`src/rtl/dmx_frame_sequencer.sv`:
```
// DMX512 frame sequencer: BREAK, MARK-AFTER-BREAK, start code, then slot bytes fetched
// from the channel RAM and handed byte-by-byte to the TX serializer.
//
//  state   | meaning
//  --------+-----------------------------------------------------------
//  S_IDLE  | waiting for a frame request and an idle serializer
//  S_BREAK | line held low for BREAK_CYC cycles
//  S_MAB   | line released, nothing sent, for MAB_CYC cycles
//  S_START | start code offered to serializer until accepted
//  S_FETCH | one-cycle RAM read of the current slot
//  S_LOAD  | RAM data captured into the TX byte register
//  S_SEND  | slot byte offered until accepted; last slot ends the frame
module dmx_frame_sequencer #(
  parameter int CLK_FREQ  = 12090000,
  parameter int BREAK_US  = 176,
  parameter int MAB_US    = 12,
  parameter int NUM_SLOTS = 512
) (
  input  logic       clk_In,
  input  logic       rst_n,
  input  logic       enable,
  input  logic       frame_tick,
  input  logic [7:0] start_code,
  input  logic [9:0] slot_count,
  output logic       ram_rd,
  output logic [8:0] ram_addr,
  input  logic [7:0] ram_data,
  output logic [7:0] tx_data,
  output logic       tx_valid,
  input  logic       tx_ready,
  output logic       line_force_low,
  output logic       busy,
  output logic       frame_done,
  output logic       overrun
);

  localparam int BREAK_CYC = (CLK_FREQ / 1000) * BREAK_US / 1000;
  localparam int MAB_CYC   = (CLK_FREQ / 1000) * MAB_US / 1000;
  localparam int TW        = $clog2(BREAK_CYC + 1);

  localparam logic [TW-1:0] BREAK_LD  = TW'(BREAK_CYC - 1);
  localparam logic [TW-1:0] MAB_LD    = TW'(MAB_CYC - 1);
  localparam logic [9:0]    MAX_SLOTS = 10'(NUM_SLOTS);

  typedef enum logic [2:0] {
    S_IDLE, S_BREAK, S_MAB, S_START, S_FETCH, S_LOAD, S_SEND
  } state_t;

  state_t        state_q, state_d;
  logic [TW-1:0] timer_q, timer_d;
  logic [9:0]    idx_q, idx_d;
  logic [9:0]    count_q, count_d;
  logic [7:0]    sc_q, sc_d;
  logic [7:0]    tx_data_q, tx_data_d;
  logic          pending_q, pending_d;
  logic          overrun_q, overrun_d;
  logic          req;
  logic [9:0]    count_clamped;

  assign count_clamped = (slot_count == 10'd0 || slot_count > MAX_SLOTS) ? MAX_SLOTS : slot_count;
  assign req           = pending_q | (frame_tick & enable);

  always_comb begin
    state_d    = state_q;
    timer_d    = timer_q;
    idx_d      = idx_q;
    count_d    = count_q;
    sc_d       = sc_q;
    tx_data_d  = tx_data_q;
    pending_d  = pending_q;
    frame_done = 1'b0;
    // a tick that cannot start a frame on its own is reported the following cycle
    overrun_d  = frame_tick & ((state_q != S_IDLE) | pending_q);

    case (state_q)
      S_IDLE: begin
        if (req && tx_ready) begin
          state_d   = S_BREAK;
          timer_d   = BREAK_LD;
          sc_d      = start_code;
          count_d   = count_clamped;
          idx_d     = 10'd0;
          pending_d = 1'b0;
        end else if (frame_tick && enable) begin
          pending_d = 1'b1;
        end
      end
      S_BREAK: begin
        if (timer_q == '0) begin
          state_d = S_MAB;
          timer_d = MAB_LD;
        end else begin
          timer_d = timer_q - 1'b1;
        end
      end
      S_MAB: begin
        if (timer_q == '0) begin
          state_d   = S_START;
          tx_data_d = sc_q;
        end else begin
          timer_d = timer_q - 1'b1;
        end
      end
      S_START: begin
        if (tx_ready) begin
          state_d = S_FETCH;
          idx_d   = 10'd0;
        end
      end
      S_FETCH: state_d = S_LOAD;
      S_LOAD: begin
        tx_data_d = ram_data;
        state_d   = S_SEND;
      end
      S_SEND: begin
        if (tx_ready) begin
          if (idx_q == count_q - 10'd1) begin
            frame_done = 1'b1;
            state_d    = S_IDLE;
          end else begin
            idx_d   = idx_q + 10'd1;
            state_d = S_FETCH;
          end
        end
      end
      default: state_d = S_IDLE;
    endcase
  end

  always_ff @(posedge clk_In or negedge rst_n) begin
    if (!rst_n) begin
      state_q   <= S_IDLE;
      timer_q   <= '0;
      idx_q     <= '0;
      count_q   <= '0;
      sc_q      <= '0;
      tx_data_q <= '0;
      pending_q <= 1'b0;
      overrun_q <= 1'b0;
    end else begin
      state_q   <= state_d;
      timer_q   <= timer_d;
      idx_q     <= idx_d;
      count_q   <= count_d;
      sc_q      <= sc_d;
      tx_data_q <= tx_data_d;
      pending_q <= pending_d;
      overrun_q <= overrun_d;
    end
  end

  assign busy           = (state_q != S_IDLE);
  assign line_force_low = (state_q == S_BREAK);
  assign ram_rd         = (state_q == S_FETCH);
  assign ram_addr       = idx_q[8:0];
  assign tx_valid       = (state_q == S_START) || (state_q == S_SEND);
  assign tx_data        = tx_data_q;
  assign overrun        = overrun_q;

endmodule

```
`config.mk`:
```
export PLATFORM = sky130hd
export DESIGN_NAME = dmx_frame_sequencer
export DESIGN_NICKNAME = d
export VERILOG_FILES = /design/src/rtl/dmx_frame_sequencer.sv
export SDC_FILE = /design/constraint.sdc
export NUM_CORES = 1
export LEC_CHECK = 0
export CORE_ASPECT_RATIO = 1.2
export CORE_MARGIN = 3
export CORE_UTILIZATION = 48
export DETAILED_ROUTE_END_ITERATION = 8
export PLACE_DENSITY = 0.87
export SKIP_CTS_REPAIR_TIMING = 1
export SYNTH_ARGS = -nofsm -noshare
export SYNTH_HDL_FRONTEND = slang
export SYNTH_SLANG_ARGS = --single-unit
```
`constraint.sdc`:
```
create_clock -name clk_In -period 2.6 [get_ports clk_In]
set_input_delay 0.78 -clock clk_In [delete_from_list [all_inputs] [get_ports clk_In]]
set_output_delay 0.78 -clock clk_In [all_outputs]
set_load 0.05 [all_outputs]
```
### Yosys cells after proc, flatten, opt, wreduce, memory -nomap -nowiden

Cells that the tools add are included.

* latch bits: 0
* memory bits (read-only): 0
* register bits: 53
* RAM bits: 0
* memories kept: 0
* input bits: 31
* output and inout bits: 23

* div/mod/pow operators: 0
* add/subtract/negate cells: 3
* bitwise gates (word level): 4
* equal/unequal tests: 14
* muxes and demuxes: 24
* $mul: 0
* reductions and logical operators: 18
* $lt $le $gt $ge: 1
* shift operators: 0

Operators with widths (count)
* 10-bit 2-to-1 mux: 5
* 12-bit 2-to-1 mux: 3
* 12-bit one-hot mux with 3 select lines: 1
* 10-bit one-hot mux with 3 select lines: 1
* 3-bit one-hot mux with 7 select lines: 1
* 3-bit 2-to-1 mux: 6
* 8-bit one-hot mux with 2 select lines: 1
* 12-bit logical NOT: 1
* 2-bit != test, second input constant: 6
* 12-bit by 1-bit subtractor with 12-bit output, second input constant: 1
* 10-bit by 1-bit adder with 10-bit output, second input constant: 1
* 10-bit equality test: 1
* 10-bit > comparator, second input constant: 1
* 10-bit logical NOT: 1
* 5-bit AND reduction: 2
* 10-bit by 1-bit subtractor with 10-bit output, second input constant: 1
* 3-bit equality test, second input constant: 3
* 3-bit nonzero test: 3
* 8-bit 2-to-1 mux: 1
* 3-bit by 2-bit equality test with 1-bit output, second input constant: 2
* 2-bit AND reduction: 3
* 1-bit 2-to-1 mux: 5
* 2-bit nonzero test: 2
* 3-bit by 1-bit equality test with 1-bit output, second input constant: 1
* 7 further kinds: 11

### Depth between registers and ports, before layout

* depth in word-level cells: 5
* depth in mapped cells: 10
* mapped depth without buffers: 9

### Worst setup path before layout

No wires, ideal clock.

* path type: register to output
* start: register count_q[0]
* end: output port frame_done
* arrival time: 2.416 ns
* path slack: -0.596 ns
* stages on the path, launching flop included: 9
* cell sequence: dfrtp_1 inv_1 ha_1 nor3b_4 xnor2_1 or4_4 a21oi_2 nand2_1 nor2_1

* cells in the longest elaborated chain, start to end: 5

Ends and longest elaborated chain
* start: declaration: RTL line 52 `logic [9:0] count_q, count_d;`
* start signal: assignment: RTL line 144 `count_q <= count_d;`
* 10-bit by 1-bit subtractor with 10-bit output: RTL line 117 `if (idx_q == count_q - 10'd1) begin`
* 10-bit equality test: RTL line 117
* 1-bit 2-to-1 mux: RTL line 117
* 1-bit 2-to-1 mux: RTL line 116 `if (tx_ready) begin`
* 1-bit 2-to-1 mux: RTL line 75 `case (state_q)`
* end: declaration: RTL line 33 `output logic frame_done,`

No other way between the ends.

### Final worst setup path

* start: register count_q[2]
* end: output port frame_done

The elaborated chain is that of the path after synthesis.

==> impl_metrics.ini <==
[floorplanning]
core_area_sq_um = 6210
initial_utilization_pct = 50.9
die_y_um = 94.8
dieArea_sq_um = 7590
rows = 31
die_w_um = 80.0
num_io_pins = 54

[synthesis]
syn_area_sq_um = 3160
async_flop_share_pct = 100
synthFlopType = dfrtp_1
netlist_instances = 347
yosysWarnings = 0
synth-seq-cells = 53
avgSynthCellArea_sq_um = 9.10
ys_types = 57
synth-edff-count = 0
ys_seq_area_share_pct = 42.0
syn_nets = 381

[placement]
dp_worst_setup_slack_ns = -0.304
gp_congestion = 0.919
dp_hpwl_mm = 5.70
dpl_cell_area_sq_um = 4010
port_buffers = 53

[finish]
fin_nets = 458
final_util_pct = 68.0
design_area_sq_um = 4220
area_growth_pct = 33.7
diodes = 0
n_fill_cell = 486
drive_gt1_share_pct = 23.1

[sta]
fmax_mhz = 323
final_hold_viol_count = 0
rsz0062_at_grt = yes
setup_viol = 1
fin_skew_ns = 0.0139
final.period_utilization_pct = 119
worstMarginPinSlew_ns = 0.555
finalWorstSetupSlack_ns = -0.495
slew_headroom_pct = 62.9
drv_slew = 0
hold-worst-slack_ns = 0.409
fin_crit_ns = 3.09

[critical_path]
r2r_slack_ns = 0.12
worst_ep_required_time_ns = 1.82
cp-end-kind = output pin
r2r-end = idx_q[5]$_DFFE_PN0P_
rr_startpoint = count_q[2]$_DFFE_PN0P_
cp-start-kind = flop
worstPathMaxFanout = 4
critical_path_class = reg -> out
reg2reg_depth = 11
endpoint = frame_done
crit_arrival_ns = 2.31
cp-startpoint = count_q[2]$_DFFE_PN0P_

[global_routing]
grt_pass1_vias = 2877
overflow = 0
grt_first_pass_wirelength_mm = 13.2
grt_start_max_net_pins = 36
grt_use_total_pct = 21.9
antenna_found_initial = 0

[drt]
drt-pass1-iter-count = 5
routedWlPerCell_um = 16.0
drtAntennaViolNets = 0
drc = 0
viasPerCell = 5.75
vias = 2913
first_iter_violations = 180
wl_mm = 8.14

[clocking]
cts_tree = yes
cts_buffers = 5
htree_levels = 2
cts.sinks = 53
cts-root-buf = clkbuf_8
cts_buffer_depth = 2
clock_latency_ns = 0.32
clk_pin_slew_ns = 0.11

[status]
violations = negative setup slack
status = complete, but fails checks

[run]
maxCapViolations = 0

[pwr]
p_leak_nw = 1.85
power.density_nw_per_um2 = 1220
ir_drop_mv = 0.636

[worst_hold_path]
hold_class = in -> async
-- registers in the layout, indices dropped and copies added (netlist names) --
| signal | cells |
|---|---|
| idx_q | 10 |
| overrun | 1 |
| tx_data | 8 |
| sc_q | 8 |
| pending_q | 1 |
| timer_q | 12 |
| state_q | 3 |
| count_q | 10 |
-- cells in the final DEF (no fill, tap or decap), types with 2 or more instances in the layout --
master and count:
o21ai_1 7, nand2_2 2, or2_2 5, xor2_1 6
nor2b_1 3, a21oi_1 19, or4_4 3, a21oi_2 3
nor2_1 25, nand4_1 2, or3_1 9, inv_1 7
ha_1 2, nor3b_1 2, nand2b_1 11, nand3_1 9
clkdlybuf4s50_1 46, nand2_1 32, a31oi_1 3, mux2i_1 10
o31ai_1 3, xnor2_1 11, buf_4 42, and3_1 4
mux2_2 8, buf_12 6, and2_1 3, nor2_2 2
o211ai_1 2, o21ai_0 29, nor4_1 2, clkbuf_8 5
or4_1 6, nor3_1 7, inv_2 3, bufinv_16 2
dfrtp_1 52
-- through the flow --
step                      std cells  TNS, ns  total power, mW
after floorplan                 347   -0.164             3.34
after global placement          496    -1.08             4.17
after detailed placement        496    -1.55             4.30
after CTS                       504   -0.710             5.01
after global routing            507   -0.602             5.50
final                           507   -0.495             5.14
-- Yosys cell counts (2+ instances only) --
cell type / count / area [sq um]
nand4_1: 2 / 12.5
buf_2: 3 / 15.0
and3_1: 4 / 25.0
nor2_2: 2 / 12.5
clkbuf_1: 7 / 26.3
o41ai_1: 2 / 17.5
a31oi_1: 3 / 18.8
mux2i_1: 10 / 100
nor2_1: 26 / 97.6
nor4_1: 2 / 12.5
buf_4: 11 / 82.6
mux2_2: 8 / 90.1
nor4_2: 2 / 25.0
a21oi_1: 21 / 105
ha_1: 3 / 37.5
buf_6: 3 / 33.8
or4_4: 2 / 22.5
o21ai_1: 5 / 25.0
o211ai_1: 2 / 15.0
a21oi_2: 2 / 17.5
or4_1: 7 / 52.6
xor2_1: 6 / 52.6
xnor2_1: 11 / 96.3
dfrtp_1: 53 / 1330
inv_1: 9 / 33.8
nor3b_1: 3 / 22.5
or3_1: 9 / 56.3
or2_2: 5 / 31.3
o21ai_0: 31 / 155
nor2b_1: 3 / 18.8
nand3_1: 9 / 45.0
o31ai_1: 3 / 22.5
nand2b_1: 11 / 68.8
nor3_1: 9 / 45.0
and2_1: 3 / 18.8
nand2_1: 34 / 128
-- how the worst min path moves through the flow --
stage	cells after the start	slack (ns)	end	start
final	1	0.41	count_q[7]$_DFFE_PN0P_	rst_n
after detailed placement	1	0.49	timer_q[0]$_DFFE_PN0P_	timer_q[0]$_DFFE_PN0P_
after global routing	1	0.43	count_q[6]$_DFFE_PN0P_	rst_n
after floorplan	2	0.46	timer_q[6]$_DFFE_PN0P_	timer_q[6]$_DFFE_PN0P_
after CTS	1	0.42	count_q[7]$_DFFE_PN0P_	rst_n
after global placement	1	0.49	sc_q[3]$_DFFE_PN0P_	sc_q[3]$_DFFE_PN0P_
-- power breakdown --
group	internal [mW]	leakage [nW]	switching [mW]
Sequential	1.16	0.668	0.279
Combinational	1.33	1.11	1.69
Clock	0.388	0.0687	0.296
Total	2.88	1.85	2.26
-- metal layers --
layer | vias up | part of all wire, % | track usage [%]
li1 | 1372 | - | -
met1 | 1414 | 39 | 25.2
met2 | 108 | 55 | 40.8
met3 | 19 | 4.4 | 4.10
met4 | 0 | 2.0 | 6.34
met5 | - | 0 | 0
-- cells by family (layout without fill, tap and decap cells) --
group / after synthesis / count (layout) / synth area share [%]
buffers and inverters: 36 / 114 / 6.74
adder cells (fa/ha/maj): 3 / 3 / 1.19
AO/OA/AOI/OAI: 80 / 80 / 15.2
XOR/XNOR: 17 / 17 / 4.72
AND/OR/NAND/NOR: 140 / 140 / 24.1
multiplexers: 18 / 18 / 6.02
flip-flops: 53 / 53 / 42.0
-- cell type report --
cell class	instances	area [sq um]	area share, %
multi-input cells	258	1700	40.3
flip-flops and latches	53	1330	31.5
repair buffers	96	913	21.6
well taps	82	103	2.43
clock buffers	5	68.8	1.63
clock inverters	3	68.8	1.63
inverters	10	37.5	0.889
-- worst max-delay path, cell delays in order, from the launching register on --
cell and delay, ns:
dfrtp_2 0.47, nor3_4 0.20, nand3_1 0.15, or4_4 0.60
a21oi_4 0.18, nand2_2 0.10, nor2_4 0.14, buf_12 0.14
(Power assumes the default switching activity.)
